`src/rtl/keypad_login.sv`:
```
// ------------------------------------------------------------------------
// keypad_login: debounced keypad PIN entry, PIN check and lockout.  Rev 1.0
// ------------------------------------------------------------------------
`default_nettype none

module keypad_login #(
  parameter int                   DEBOUNCE_CYCLES = 4,
  parameter int                   PIN_LEN         = 4,
  parameter logic [4*PIN_LEN-1:0] PIN             = 16'h1234,
  parameter int                   MAX_TRIES       = 3,
  parameter int                   LOCK_CYCLES     = 1000,
  parameter int                   ENTRY_TIMEOUT   = 5000
) (
  input  logic       clk,
  input  logic       rst,
  input  logic [3:0] keypad,
  input  logic       logout,
  output logic       key_valid,
  output logic [3:0] key_code,
  output logic [2:0] digit_count,
  output logic       granted,
  output logic       denied,
  output logic       locked
);

  localparam int BUF_W = 4 * PIN_LEN;
  localparam int DB_W  = $clog2(DEBOUNCE_CYCLES + 1);
  localparam int ET_W  = $clog2(ENTRY_TIMEOUT + 1);
  localparam int LT_W  = $clog2(LOCK_CYCLES + 1);

  localparam logic [DB_W-1:0] DB_LAST    = DB_W'(DEBOUNCE_CYCLES - 1);
  localparam logic [ET_W-1:0] ET_LAST    = ET_W'(ENTRY_TIMEOUT - 1);
  localparam logic [LT_W-1:0] LT_LAST    = LT_W'(LOCK_CYCLES - 1);
  localparam logic [2:0]      PIN_LEN_C  = 3'(PIN_LEN);
  localparam logic [2:0]      MAX_TRY_C  = 3'(MAX_TRIES);
  localparam logic [3:0]      K_ZERO     = 4'hA;
  localparam logic [3:0]      K_CLEAR    = 4'hE;
  localparam logic [3:0]      K_ENTER    = 4'hF;

  typedef enum logic [2:0] {
    S_IDLE, S_ENTRY, S_CHECK, S_DENY, S_GRANT, S_LOCKED
  } state_t;

  state_t            state_q, state_d;
  logic [3:0]        sample_q, sample_d;
  logic [DB_W-1:0]   stable_q, stable_d;
  logic [3:0]        deb_q, deb_d;
  logic              key_valid_q, key_valid_d;
  logic [3:0]        key_code_q, key_code_d;
  logic [BUF_W-1:0]  buf_q, buf_d;
  logic [2:0]        count_q, count_d;
  logic              ovf_q, ovf_d;
  logic [2:0]        tries_q, tries_d;
  logic [ET_W-1:0]   etmr_q, etmr_d;
  logic [LT_W-1:0]   ltmr_q, ltmr_d;

  logic              is_digit;
  logic [3:0]        digit;
  logic [2:0]        tries_inc;
  logic              match;

  // Debounce: the filtered value follows the raw sample only after it has
  // been stable long enough; a press is a 0 -> nonzero filtered transition.
  always_comb begin
    sample_d = keypad;
    stable_d = stable_q;
    deb_d    = deb_q;
    if (keypad != sample_q) begin
      stable_d = '0;
    end else if (stable_q == DB_LAST) begin
      deb_d = sample_q;
    end else begin
      stable_d = stable_q + 1'b1;
    end
    key_valid_d = (deb_d != 4'h0) && (deb_q == 4'h0);
    key_code_d  = key_valid_d ? deb_d : key_code_q;
  end

  assign is_digit  = ((key_code_q >= 4'h1) && (key_code_q <= 4'h9)) || (key_code_q == K_ZERO);
  assign digit     = (key_code_q == K_ZERO) ? 4'h0 : key_code_q;
  assign tries_inc = tries_q + 3'd1;
  assign match     = (count_q == PIN_LEN_C) && !ovf_q && (buf_q == PIN);

  always_comb begin
    state_d = state_q;
    buf_d   = buf_q;
    count_d = count_q;
    ovf_d   = ovf_q;
    tries_d = tries_q;
    etmr_d  = etmr_q;
    ltmr_d  = ltmr_q;
    case (state_q)
      S_IDLE: begin
        if (key_valid_q && is_digit) begin
          buf_d   = BUF_W'(digit);
          count_d = 3'd1;
          ovf_d   = 1'b0;
          etmr_d  = '0;
          state_d = S_ENTRY;
        end
      end
      S_ENTRY: begin
        if (key_valid_q) begin
          etmr_d = '0;
          if (is_digit) begin
            if (count_q < PIN_LEN_C) begin
              buf_d   = (buf_q << 4) | BUF_W'(digit);
              count_d = count_q + 3'd1;
            end else begin
              ovf_d = 1'b1;
            end
          end else if (key_code_q == K_CLEAR) begin
            buf_d   = '0;
            count_d = '0;
            ovf_d   = 1'b0;
            state_d = S_IDLE;
          end else if (key_code_q == K_ENTER) begin
            state_d = S_CHECK;
          end
        end else if (etmr_q == ET_LAST) begin
          // Abandoned entry behaves exactly like a clear key.
          buf_d   = '0;
          count_d = '0;
          ovf_d   = 1'b0;
          etmr_d  = '0;
          state_d = S_IDLE;
        end else begin
          etmr_d = etmr_q + 1'b1;
        end
      end
      S_CHECK: begin
        buf_d   = '0;
        count_d = '0;
        ovf_d   = 1'b0;
        if (match) begin
          tries_d = '0;
          state_d = S_GRANT;
        end else begin
          tries_d = tries_inc;
          ltmr_d  = '0;
          state_d = (tries_inc == MAX_TRY_C) ? S_LOCKED : S_DENY;
        end
      end
      S_DENY: state_d = S_IDLE;
      S_GRANT: begin
        if (logout) state_d = S_IDLE;
      end
      S_LOCKED: begin
        if (ltmr_q == LT_LAST) begin
          ltmr_d  = '0;
          tries_d = '0;
          state_d = S_IDLE;
        end else begin
          ltmr_d = ltmr_q + 1'b1;
        end
      end
      default: state_d = S_IDLE;
    endcase
  end

  always_ff @(posedge clk) begin
    if (rst) begin
      state_q     <= S_IDLE;
      sample_q    <= '0;
      stable_q    <= '0;
      deb_q       <= '0;
      key_valid_q <= 1'b0;
      key_code_q  <= '0;
      buf_q       <= '0;
      count_q     <= '0;
      ovf_q       <= 1'b0;
      tries_q     <= '0;
      etmr_q      <= '0;
      ltmr_q      <= '0;
    end else begin
      state_q     <= state_d;
      sample_q    <= sample_d;
      stable_q    <= stable_d;
      deb_q       <= deb_d;
      key_valid_q <= key_valid_d;
      key_code_q  <= key_code_d;
      buf_q       <= buf_d;
      count_q     <= count_d;
      ovf_q       <= ovf_d;
      tries_q     <= tries_d;
      etmr_q      <= etmr_d;
      ltmr_q      <= ltmr_d;
    end
  end

  assign key_valid   = key_valid_q;
  assign key_code    = key_code_q;
  assign digit_count = count_q;
  assign granted     = (state_q == S_GRANT);
  assign locked      = (state_q == S_LOCKED);
  assign denied      = (state_q == S_DENY) || ((state_q == S_LOCKED) && (ltmr_q == '0));

endmodule

`default_nettype wire

```
`config.mk`:
```
export PLATFORM = sky130hd
export DESIGN_NAME = keypad_login
export DESIGN_NICKNAME = d
export VERILOG_FILES = /design/src/rtl/keypad_login.sv
export SDC_FILE = /design/constraint.sdc
export NUM_CORES = 1
export LEC_CHECK = 0
export BUFFER_PORTS_ARGS = -buffer_cell sky130_fd_sc_hd__buf_2
export CORE_MARGIN = 3
export CORE_UTILIZATION = 35
export DETAILED_ROUTE_END_ITERATION = 10
export PLACE_DENSITY = 0.57
export RECOVER_POWER = 100
export SLEW_MARGIN = 15
export SYNTH_ARGS = -nofsm -noshare
export SYNTH_HDL_FRONTEND = slang
export SYNTH_SLANG_ARGS = --single-unit
```
`constraint.sdc`:
```
create_clock -name clk -period 2.6 [get_ports clk]
set_input_delay 0 -clock clk [delete_from_list [all_inputs] [get_ports clk]]
set_output_delay 0 -clock clk [all_outputs]
set_load 0.05 [all_outputs]
```
# After elaboration in Yosys (flattened, before gate mapping)
# Cells that the tools add are included.
[word_totals]
wordCells = 111
romBits = 0
inputBits = 7
n_memories = 0
ram_bits = 0
regBits = 65
latch_bits = 0
[op_classes]
n_eq_ne = 25
n_div = 0
order_cmp = 3
bitwise_logic = 1
n_mux = 42
reduce_logical = 23
mul = 0
add_sub_neg = 5
shifts = 0
[op_table]
columns = ["cell", "n"]
rows = [
  ["$mux W16", 6],
  ["$pmux W16 S3", 1],
  ["$mux W3", 15],
  ["$mux W13", 3],
  ["$pmux W13 S2", 1],
  ["$mux W10", 2],
  ["$pmux W10 S2", 1],
  ["$eq A16 B13 Y1 const B", 1],
  ["$ne A4 B4 Y1 const B", 4],
  ["$or A16 B4 Y16", 1],
  ["$pmux W3 S5", 1],
  ["$add A13 B1 Y13 const B", 1],
  ["$eq A13 B13 Y1 const B", 1],
  ["$eq A3 B2 Y1 const B", 4],
  ["$eq A4 B4 Y1 const B", 3],
  ["$mux W4", 3],
  ["$add A10 B1 Y10 const B", 1],
  ["$eq A10 B10 Y1 const B", 1],
  ["$logic_not A10 Y1", 1],
  ["$reduce_and A5 Y1", 2],
  ["$add A3 B1 Y3 const B", 3],
  ["$eq A3 B3 Y1 const B", 3],
  ["$pmux W3 S3", 1],
  ["$logic_and A1 B1 Y1", 6],
  ["other kinds (21)", 33],
]

# Longest topological paths before layout
# Gate-level depths: netlist of run 1.
[logic_depth]
ltp_word = 7
ltp_mapped = 7

# Worst setup path before layout of run 1
# Ideal clock, no wire load.
[synth_timing]
kind = "register -> register"
start = "register key_code_q[3] (netlist: key_code[3])"
end = "register count_q[1] (netlist: digit_count[1])"
t_required_ns = 2.539
n_path_buf = 2
t_arrival_ns = 2.116
synth_period_minus_slack_ns = 2.177
setup_slack_ns = 0.423
path_stages_with_launch = 8
path_cell_list = "dfxtp_1 clkbuf_1 nor4_2 a211o_1 o221a_2 a21oi_2 buf_4 a22o_1"
[synth_between]
elab_chain_cells = 6
word_cells_on_any_way = 14
classes_between = "order compare: 2; eq/ne: 5; mux: 3; reduce/logical: 4"
[synth_rtl]
columns = ["item", "line", "source"]
rows = [
  ["start: declaration", "49", "logic [3:0] key_code_q, key_code_d;"],
  ["start signal: assignment", "181", "key_code_q <= key_code_d;"],
  ["$ge A4 B1 Y1 or $le A4 B4 Y1 (tied branches)", "79", "assign is_digit = ((key_code_q >= 4'h1) && (key_code_q <= 4'h9)) || (key_code_q == K_ZERO);"],
  ["$logic_and A1 B1 Y1", "79", ""],
  ["$logic_or A1 B1 Y1", "79", ""],
  ["$mux W3 or $logic_and A1 B1 Y1 (tied branches)", "105, 94", ""],
  ["$mux W3 or $ne A2 B2 Y1 (tied branches)", "--", ""],
  ["$pmux W3 S3 or $reduce_and A5 Y1 (tied branches)", "--", ""],
  ["end signal: assignment", "183", "count_q <= count_d;"],
  ["end: declaration", "51", "logic [2:0] count_q, count_d;"],
]
# Several ways; a longest one is shown, not always the timed one.
# A chain may end at the register's enable or synchronous reset.

# Worst setup path in the final report of run 1
[layout_timing]
start = "register ltmr_q[0]"
end = "output port denied"
[layout_between]
elab_chain_cells = 3
[layout_rtl]
columns = ["item", "line", "source"]
rows = [
  ["start: declaration", "55", "logic [LT_W-1:0] ltmr_q, ltmr_d;"],
  ["start signal: assignment", "187", "ltmr_q <= ltmr_d;"],
  ["$logic_not A10 Y1", "196", "assign denied = (state_q == S_DENY) || ((state_q == S_LOCKED) && (ltmr_q == '0));"],
  ["$logic_and A1 B1 Y1", "196", ""],
  ["$logic_or A1 B1 Y1", "196", ""],
  ["end: declaration", "22", "output logic denied,"],
]
# Every way passes these cells.

==> results of run 1 <==
## worst max-delay path: cells and delay by family (launching register included)
| family | cells | cell delay, ps |
|---|---|---|
| fa+ha+maj | 1 | 130 |
| simple gates | 3 | 1160 |
| compound gates | 1 | 150 |
| buf+inv | 2 | 360 |
| flops | 1 | 340 |
## how the worst max path moves through the flow
stage	end	from
after floorplan	digit_count[1]$_SDFFE_PP0P_	key_code[3]$_SDFFE_PP0P_
after global placement	denied	ltmr_q[0]$_SDFFE_PP0P_
after detailed placement	buf_q[12]$_SDFFE_PP0P_	state_q[2]$_SDFFE_PP0P_
after CTS	denied	ltmr_q[0]$_SDFFE_PP0P_
after global routing	denied	ltmr_q[1]$_SDFFE_PP0P_
final	denied	ltmr_q[0]$_SDFFE_PP0P_
## state kept, by name, indices dropped and copies added, names as in the netlist
| signal | flops |
|---|---|
| buf_q | 16 |
| etmr_q | 13 |
| ltmr_q | 10 |
| deb_q | 4 |
| key_code | 4 |
| sample_q | 4 |
| digit_count | 3 |
| stable_q | 3 |
| state_q | 3 |
| tries_q | 3 |
| key_valid | 1 |
| ovf_q | 1 |
## cell type report
type	instances	area [µm²]	area share
sequential	65	1300	0.361
clock buffer	11	141	0.0392
inverter	13	48.8	0.0135
multi-input combinational	274	1770	0.490
timing repair buffer	29	159	0.0441
clock inverter	5	55.1	0.0153
tap	108	135	0.0375
## logic make-up after synthesis
kind of cell	Yosys count	share of synthesized area
AOI/OAI and AO/OA	92	0.204
xor gates and xnor gates	7	0.0190
adders and majority gates	9	0.0349
buffers and inverters	30	0.0430
DFF	65	0.403
muxes	11	0.0349
and+or+nand+nor	155	0.262
## metrics by stage
| step | worst slack [ps] | hold WS, ps | cells | utilization | area, µm² |
|---|---|---|---|---|---|
| 2_1_floorplan | 423 | 128 | 369 | - | 3230 |
| 3_3_place_gp | 512 | 239 | 485 | 0.387 | 3420 |
| 3_5_place_dp | 469 | 246 | 485 | 0.387 | 3420 |
| 4_1_cts | 113 | 70.1 | 505 | 0.413 | 3660 |
| 5_1_grt | 23.3 | 284 | 505 | 0.408 | 3610 |
| 6_report | 119 | 292 | 505 | 0.408 | 3610 |
## report_power, final
group	switching, mW	internal (mW)
clock network	0.387	0.466
registers	0.00348	0.999
logic	0.0250	0.0158
## metal layers
layer,share of wire,global-route usage
met1,0.50,0.188
met2,0.45,0.219
met3,0.035,0.0382
met4,0.012,0.0565
met5,0,0
## placed cells by master (no fill, tap or decap), types with 13 or more instances in the layout
cell type | Yosys | final
nand3_1 | 20 | 20
a22o_1 | 13 | 13
dfxtp_1 | 65 | 65
nand2_1 | 29 | 30
o21ai_0 | 13 | 14
a21oi_1 | 25 | 25
clkbuf_1 | 10 | 16
inv_1 | 13 | 13
nor2_1 | 32 | 33
nor3_1 | 20 | 20
==> out/metrics.cfg, run 1 <==
[clocking]
cts_tree = done
path_clk_slew_ps = 70
clkSinkCount = 65
postCtsSetupBuffers = 0
cts_hold_buf = 4
clkLatencyLatePin_ps = 340
htree_levels = 3
ctsResizeCount = 0
clock-root-buffer = clkbuf_8
cts_max_path_buffers = 2
cts_buffers = 9

[floorplan]
die_area_mm2 = 0.0104
die_w_um = 102
rows = 34
core-area_mm2 = 0.00885
floorplan.initialDensity = 0.365
ioPinCount = 18
die_h_um = 102

[logic_synthesis]
synth_edf_count = 0
synth_top_area_frac = 0.403
syn_area_mm2 = 0.00323
syn_nets = 385
ys_top_cells_by_count = dfxtp_1 (65), nor2_1 (32), nand2_1 (29), a21oi_1 (25)
syn_area_per_cell_um2 = 8.76
yosysSeqAreaShare = 0.403
yosysUniqueCellTypes = 60
synthTopCellsByArea = dfxtp_1 (40%), a21oi_1 (3.9%), nor2_1 (3.7%)
synthCells = 369
yosys.cell_count.top_type = dfxtp_1
yosysWarningCount = 0
synth_seq_cells = 65
ys_async_sr_fraction = 0
synthFlopType = dfxtp_1
synth_area_leader_cell = dfxtp_1

[cells_and_area]
drive_gt1_frac = 0.101
final_nets = 408
area_growth_pct = 11.7
n_antenna_cell = 0
fillCellCount = 905

[critical_path]
rrSetupSlack_ps = 400
crit_path_end_kind = output port
arrival_ps = 2480
worst-path-max-fanout = 5
worstPathCellList = inv_1, ha_1, or4b_2, or4_1, nor4_1, o21a_1, clkbuf_2
cpPeakStageDelay_ps = 560
worst_r2r_endpoint = etmr_q[10]$_SDFFE_PP0P_
crit_type = reg -> out
worst_path_max_delay_cell = or4b_2
reg2reg_depth = 6
cp-start-kind = register
cp.required_ps = 2600
r2r_start = etmr_q[10]$_SDFFE_PP0P_

[pwr]
leakage_nw = 1.27
ir_drop_v = 0.000191
power_density_mw_per_mm2 = 526
power.total_mw = 1.90

[worst_hold_path]
hold_path.class = in -> reg
worst_hold_startpoint = logout
worst_hold_path.endpoint = state_q[1]$_SDFFE_PP0P_
holdPathStages = 4

[grt]
grt-ovfl-total = 0
grt_max_degree = 30
grt_pass1_vias = 2598
grt_use_total = 0.142
antenna_found_initial = 0
grt_pass1_wl_um = 11900

[status]
outcome = completed

[detailed_routing]
drtPass1Iterations = 4
postRouteAntennaNets = 0
via_per_inst = 5.54
wl_per_cell_um = 14.0
wirelength_um = 7060
drc = 0
drtIter0Drc = 147
num_vias = 2800

[sta]
fin_skew_ps = 14.3
period_minus_slack_ps = 2480
finalSetupViolations = 0
tns_ps = 0
period_share = 0.954
worstMarginPinSlew_ps = 1220
fmax_ghz = 0.403
slew_violations = 0
slew_headroom = 0.186
hold_viol = 0
rsz0062_at_grt = false

[placement]
dp_hpwl_um = 4970
port_buffers = 17
globalplace.congestion = 0.826

[job]
cap_violations = 0

(Power assumes the default switching activity.)
==> inputs of run 2 (changes only) <==
- RECOVER_POWER: 100 -> 25
==> out/metrics.cfg, run 2 (same netlist as run 1, synthesis figures left out) <==
[pwr]
ir_drop_v = 0.000191  ; about the same
leakage_nw = 1.30  ; was 1.27 nW
power_density_mw_per_mm2 = 520  ; was 526 mW/mm²

[floorplan]
core-area_mm2 = 0.00885  ; unchanged
floorplan.initialDensity = 0.365  ; unchanged
ioPinCount = 18  ; unchanged
die_area_mm2 = 0.0104  ; unchanged
die_h_um = 102  ; unchanged
rows = 34  ; unchanged
die_w_um = 102  ; unchanged

[detailed_routing]
drtPass1Iterations = 4  ; unchanged
postRouteAntennaNets = 0  ; unchanged
via_per_inst = 5.48  ; was 5.54
num_vias = 2765  ; was 2,800
wl_per_cell_um = 13.9  ; was 14.0 µm
drtIter0Drc = 153  ; was 147
wirelength_um = 7020  ; was 7060 µm
drc = 0  ; unchanged

[cells_and_area]
n_antenna_cell = 0  ; unchanged
final_nets = 408  ; unchanged
fillCellCount = 895  ; was 905
largest_reg_flops = 16  ; unchanged
final_cells = 505  ; unchanged
top_register = buf_q  ; unchanged
layout_commonest_cell = dfxtp_1  ; unchanged
postLayoutCellArea_mm2 = 0.00364  ; was 0.00361 mm²
drive_gt1_frac = 0.121  ; was 0.101
layout_common_cells = dfxtp_1 (65), nor2_1 (32), nand2_1 (29)  ; was dfxtp_1 (65), nor2_1 (33), nand2_1 (30)
area_growth_pct = 12.7  ; was 11.7%
reg.largest.list = buf_q (16), etmr_q (13), ltmr_q (10)  ; unchanged

[grt]
grt_pass1_vias = 2598  ; unchanged
grt-ovfl-total = 0  ; unchanged
grt_use_total = 0.142  ; unchanged
grt_max_degree = 30  ; unchanged
antenna_found_initial = 0  ; unchanged
grt_pass1_wl_um = 11900  ; unchanged

[sta]
fmax_ghz = 0.407  ; was 0.403 GHz
period_share = 0.944  ; was 0.954
holdWs_ps = 295  ; was 292 ps
rsz0062_at_grt = false  ; unchanged
slew_violations = 0  ; unchanged
slew_headroom = 0.204  ; was 0.186
period_minus_slack_ps = 2460  ; was 2480 ps
fin_skew_ps = 14.5  ; was 14.3 ps
hold_viol = 0  ; unchanged
tns_ps = 0  ; unchanged
finalSetupViolations = 0  ; unchanged
worstMarginPinSlew_ps = 1190  ; was 1220 ps

[worst_hold_path]
worst_hold_path.endpoint = state_q[1]$_SDFFE_PP0P_  ; unchanged
hold_path.class = in -> reg  ; unchanged
worst_hold_startpoint = logout  ; unchanged
holdPathStages = 4  ; unchanged

[placement]
dp_hpwl_um = 4970  ; unchanged
port_buffers = 17  ; unchanged
globalplace.congestion = 0.826  ; unchanged
placed_area_mm2 = 0.00342  ; unchanged
place_inst = 485  ; unchanged

[critical_path]
cp.required_ps = 2600  ; about the same
worst_path_max_delay_cell = or4b_2  ; unchanged
cpPeakStageDelay_ps = 560  ; about the same
r2r_start = state_q[2]$_SDFFE_PP0P_  ; was etmr_q[10]$_SDFFE_PP0P_
worst_r2r_endpoint = buf_q[7]$_SDFFE_PP0P_  ; was etmr_q[10]$_SDFFE_PP0P_
crit_path_end_kind = output port  ; unchanged
arrival_ps = 2460  ; was 2480 ps
worst-path-max-fanout = 5  ; unchanged
worstPathCellList = inv_1, ha_1, or4b_2, or4_1, nor4_1, o21a_1, buf_2  ; was inv_1, ha_1, or4b_2, or4_1, nor4_1, o21a_1, clkbuf_2
cp-start-kind = register  ; unchanged
rrSetupSlack_ps = 420  ; was 400 ps
reg2reg_depth = 5  ; was 6
crit_type = reg -> out  ; unchanged

[clocking]
clkSinkCount = 65  ; unchanged
htree_levels = 3  ; unchanged
cts_tree = done  ; unchanged
clkLatencyLatePin_ps = 330  ; was 340 ps
cts_buffers = 9  ; unchanged
cts_max_path_buffers = 2  ; unchanged
clock-root-buffer = clkbuf_8  ; unchanged
path_clk_slew_ps = 60  ; was 70 ps

[status]
outcome = completed  ; unchanged

[job]
cap_violations = 0  ; unchanged

run 2: layout make-up:
class,instances,area (µm²),area share
multi-input combinational,274,1790,0.492
tap,108,135,0.0371
timing repair buffer,29,169,0.0464
sequential,65,1300,0.357
clock inverter,5,55.1,0.0151
clock buffer,11,141,0.0388
inverter,13,48.8,0.0134
run 2: critical path: cells and delay by family (launching register included):
family	cells	cell delay (ps)
and+or+nand+nor	3	1160
DFF	1	340
buffers and inverters	2	340
AOI/OAI and AO/OA	1	150
adders and majority gates	1	130
run 2: power breakdown:
part | switching, mW | leakage (nW) | internal (mW)
clock | 0.383 | 0.0953 | 0.466
sequential | 0.00347 | 0.524 | 0.999
combinational | 0.0247 | 0.685 | 0.0160
total | 0.411 | 1.30 | 1.48
run 2: how the worst max path moves through the flow:
stage | cells after the start | from | end
detailed placement | 5 | state_q[2]$_SDFFE_PP0P_ | buf_q[12]$_SDFFE_PP0P_
finish | 7 | ltmr_q[0]$_SDFFE_PP0P_ | denied
floorplan | 7 | key_code[3]$_SDFFE_PP0P_ | digit_count[1]$_SDFFE_PP0P_
global route | 7 | ltmr_q[1]$_SDFFE_PP0P_ | denied
CTS | 7 | ltmr_q[0]$_SDFFE_PP0P_ | denied
global placement | 7 | ltmr_q[0]$_SDFFE_PP0P_ | denied
run 2: timing repair:
action | 4_1_cts | 5_1_grt
gates resized for setup | 0 | 0
hold buffers | 4 | 0
setup buffers | 0 | 0
endpoints found under the hold margin | 4 | 0
run 2: metrics by stage:
step | worst slack (ps) | utilization | total power [mW]
final | 144 | 0.411 | 1.89
after global routing | 43.1 | 0.411 | 1.98
after CTS | 113 | 0.413 | 1.93
after detailed placement | 469 | 0.387 | 1.06
after global placement | 512 | 0.387 | 1.06
after floorplan | 423 | - | 1.05
run 2: layer usage:
| layer | track usage | vias up | wire, µm |
|---|---|---|---|
| met2 | 0.219 | 35 | 3190 |
| met5 | 0 | - | 0 |
| met4 | 0.0565 | 0 | 77 |
| li1 | - | 1420 | - |
| met1 | 0.188 | 1304 | 3560 |
| met3 | 0.0382 | 6 | 193 |
==> inputs of run 3 (changes only) <==
- ABC_AREA: not set -> 1
==> out/metrics.cfg, run 3 <==
[status]
outcome = completed  ; unchanged

[worst_hold_path]
worst_hold_path.endpoint = state_q[0]$_SDFFE_PP0P_  ; was state_q[1]$_SDFFE_PP0P_
hold_path.class = in -> reg  ; unchanged
worst_hold_startpoint = logout  ; unchanged
holdPathStages = 6  ; was 4

[critical_path]
reg2reg_depth = 12  ; was 5
cp_num_buf_inv = 2  ; unchanged
rrSetupSlack_ps = 750  ; was 420 ps
cp_common_cell = nand3_1
arrival_ps = 1920  ; was 2460 ps
worst_r2r_endpoint = key_code[3]$_SDFFE_PP0P_  ; was buf_q[7]$_SDFFE_PP0P_
cp-start-kind = register  ; unchanged
r2r_start = stable_q[0]$_SDFFE_PP0P_  ; was state_q[2]$_SDFFE_PP0P_
worst_path_max_delay_cell = dfxtp_1  ; was or4b_2
crit_type = reg -> out  ; unchanged
cp.required_ps = 2600  ; about the same
worst-path-max-fanout = 9  ; was 5
cp_num_cells = 5  ; was 7
crit_path_end_kind = output port  ; unchanged
cpPeakStageDelay_ps = 470  ; was 560 ps
critPathTopFamily = buffers and inverters  ; was simple AND/OR/NAND/NOR gates
worstPathCellList = nand3_1, inv_2, nand3_1, o21ai_0, buf_2  ; was inv_1, ha_1, or4b_2, or4_1, nor4_1, o21a_1, buf_2

[floorplan]
rows = 35  ; was 34
core-area_mm2 = 0.00942  ; was 0.00885 mm²
die_h_um = 105  ; was 102 µm
floorplan.initialDensity = 0.366  ; was 0.365
ioPinCount = 18  ; unchanged
die_area_mm2 = 0.0111  ; was 0.0104 mm²
die_w_um = 105  ; was 102 µm

[cells_and_area]
final_nets = 526  ; was 408
top_register = buf_q  ; unchanged
reg.largest.list = buf_q (16), etmr_q (13), ltmr_q (10)  ; unchanged
largest_reg_flops = 16  ; unchanged
area_growth_pct = 12.4  ; was 12.7%
drive_gt1_frac = 0.134  ; was 0.121
fillCellCount = 995  ; was 895
n_antenna_cell = 0  ; unchanged
layout_commonest_cell = nand2_1  ; was dfxtp_1
layout_common_cells = nand2_1 (115), dfxtp_1 (65), nand3_1 (51)  ; was dfxtp_1 (65), nor2_1 (32), nand2_1 (29)

[sta]
slew_headroom = 0.452  ; was 0.204
period_share = 0.738  ; was 0.944
fin_skew_ps = 11.5  ; was 14.5 ps
finalSetupViolations = 0  ; unchanged
worstMarginPinSlew_ps = 814  ; was 1190 ps
rsz0062_at_grt = false  ; unchanged
hold_viol = 0  ; unchanged
tns_ps = 0  ; unchanged
finalWorstSetupSlack_ps = 682  ; was 144 ps
slew_violations = 0  ; unchanged
fmax_ghz = 0.521  ; was 0.407 GHz
period_minus_slack_ps = 1920  ; was 2460 ps

[clocking]
clkSinkCount = 65  ; unchanged
cts_max_path_buffers = 2  ; unchanged
clkLatencyLatePin_ps = 340  ; was 330 ps
clock-root-buffer = clkbuf_8  ; unchanged
path_clk_slew_ps = 70  ; was 60 ps
cts_tree = done  ; unchanged
cts_buffers = 9  ; unchanged
htree_levels = 3  ; unchanged
ctsResizeCount = 0  ; unchanged

[logic_synthesis]
synth_area_leader_cell = dfxtp_1  ; unchanged
synth_edf_count = 0  ; unchanged
synth_seq_cells = 65  ; unchanged
syn_nets = 504  ; was 385
synthTopCellsByArea = dfxtp_1 (38%), nand2_1 (13%), nand3_1 (7.4%)  ; was dfxtp_1 (40%), a21oi_1 (3.9%), nor2_1 (3.7%)
syn_area_per_cell_um2 = 7.06  ; was 8.76 µm²
syn_area_mm2 = 0.00345  ; was 0.00323 mm²
synthFlopType = dfxtp_1  ; unchanged
synthCells = 488  ; was 369
yosys.cell_count.top_type = nand2_1  ; was dfxtp_1
ys_async_sr_fraction = 0  ; unchanged
synth_top_area_frac = 0.378  ; was 0.403
ys_top_cells_by_count = nand2_1 (115), dfxtp_1 (65), nand3_1 (51), inv_1 (46), a21oi_1 (45)  ; was dfxtp_1 (65), nor2_1 (32), nand2_1 (29), a21oi_1 (25)
yosysWarningCount = 0  ; unchanged
yosysSeqAreaShare = 0.378  ; was 0.403
yosysUniqueCellTypes = 34  ; was 60

[pwr]
power_density_mw_per_mm2 = 555  ; was 520 mW/mm²
p_switching_uw = 528  ; was 411 µW
power.clock.fraction = 0.452  ; was 0.449
leakage_nw = 1.43  ; was 1.30 nW
p_seq_frac = 0.475  ; was 0.530
power.share.switching = 0.245  ; was 0.217
power.internal_mw = 1.62  ; was 1.48 mW
ir_drop_v = 0.000230  ; was 0.000191 V
p_comb_frac = 0.074  ; was 0.022
power.total_mw = 2.15  ; was 1.89 mW

[grt]
grt-ovfl-total = 0  ; unchanged
antenna_found_initial = 0  ; unchanged
grt_pass1_vias = 2930  ; was 2,598
grt_pass1_wl_um = 12900  ; was 11,900 µm
grt_use_total = 0.139  ; was 0.142
grt_max_degree = 44  ; was 30

[detailed_routing]
drtPass1Iterations = 4  ; unchanged
wl_met1_um = 3560  ; about the same
postRouteAntennaNets = 0  ; unchanged
wl_per_cell_um = 11.3  ; was 13.9 µm
topRoutingLayerUsed = met4  ; unchanged
dr_wl_met3_um = 195  ; was 193 µm
route.met2.wl_um = 3390  ; was 3190 µm
via_per_inst = 4.85  ; was 5.48
drc = 0  ; unchanged
drtIter0Drc = 117  ; was 153
num_vias = 3122  ; was 2,765
wirelength_um = 7280  ; was 7020 µm

[placement]
dp_hpwl_um = 5120  ; was 4970 µm
port_buffers = 17  ; unchanged
pre_cts_slack_ps = 768  ; was 469 ps
globalplace.congestion = 0.891  ; was 0.826

[job]
cap_violations = 0  ; unchanged

run 3: worst max-delay path by stage:
stage | from | endpoint | slack [ps]
detailed placement | stable_q[0]$_SDFFE_PP0P_ | key_code[0]$_SDFFE_PP0P_ | 770
global placement | stable_q[0]$_SDFFE_PP0P_ | key_code[0]$_SDFFE_PP0P_ | 850
finish | state_q[0]$_SDFFE_PP0P_ | denied | 680
floorplan | state_q[2]$_SDFFE_PP0P_ | state_q[0]$_SDFFE_PP0P_ | 440
global route | stable_q[0]$_SDFFE_PP0P_ | key_code[1]$_SDFFE_PP0P_ | 470
CTS | state_q[0]$_SDFFE_PP0P_ | denied | 650
run 3: kinds of logic (layout without fill, tap and decap cells):
logic type | Yosys count | in the layout | share of synthesized area
AND/OR/NAND/NOR | 252 | 252 | 0.348
AO/OA/AOI/OAI | 94 | 94 | 0.153
buffers and inverters | 66 | 93 | 0.0835
flip-flops | 65 | 65 | 0.378
adder cells (fa/ha/maj) | 9 | 9 | 0.0327
XOR/XNOR | 2 | 2 | 0.00508
run 3: per-stage QoR:
stage	hold WS, ps	util	instances	cell area, µm²
floorplan	107	-	488	3450
global placement	226	0.385	624	3620
detailed placement	238	0.385	624	3620
CTS	151	0.413	644	3890
global route	227	0.411	644	3870
finish	168	0.411	644	3870
run 3: area by class of cell:
cell class / count / area, µm² / share of cell area
sequential: 65 / 1300 / 0.336
clock inverter: 6 / 90.1 / 0.0233
multi-input combinational: 357 / 1850 / 0.479
inverter: 54 / 203 / 0.0523
tap: 129 / 161 / 0.0417
clock buffer: 10 / 138 / 0.0355
timing repair buffer: 23 / 125 / 0.0323
run 3: per-layer routing:
| metal | track usage | up-vias |
|---|---|---|
| met3 | 0.0318 | 15 |
| met4 | 0.0562 | 0 |
| li1 | - | 1642 |
| met5 | 0 | - |
| met2 | 0.235 | 46 |
| met1 | 0.171 | 1419 |
run 3: tightest hold or removal path, delay by kind of cell:
family / cells / cell delay, ps
and+or+nand+nor: 4 / 320
buffers and inverters: 2 / 150
run 3: timing repair:
action / CTS / global route
endpoints found under the hold margin: 4 / 0
hold buffers: 4 / 0
setup buffers: 0 / 0
run 3: power by group through the flow:
| stage | clock network [mW] | registers, mW | logic (mW) |
|---|---|---|---|
| 6_report | 0.971 | 1.02 | 0.158 |
| 4_1_cts | 1.01 | 1.02 | 0.162 |
| 2_1_floorplan | 0 | 1.05 | 0.130 |
| 3_3_place_gp | 0 | 1.04 | 0.155 |
| 5_1_grt | 1.04 | 1.02 | 0.179 |
| 3_5_place_dp | 0 | 1.04 | 0.157 |
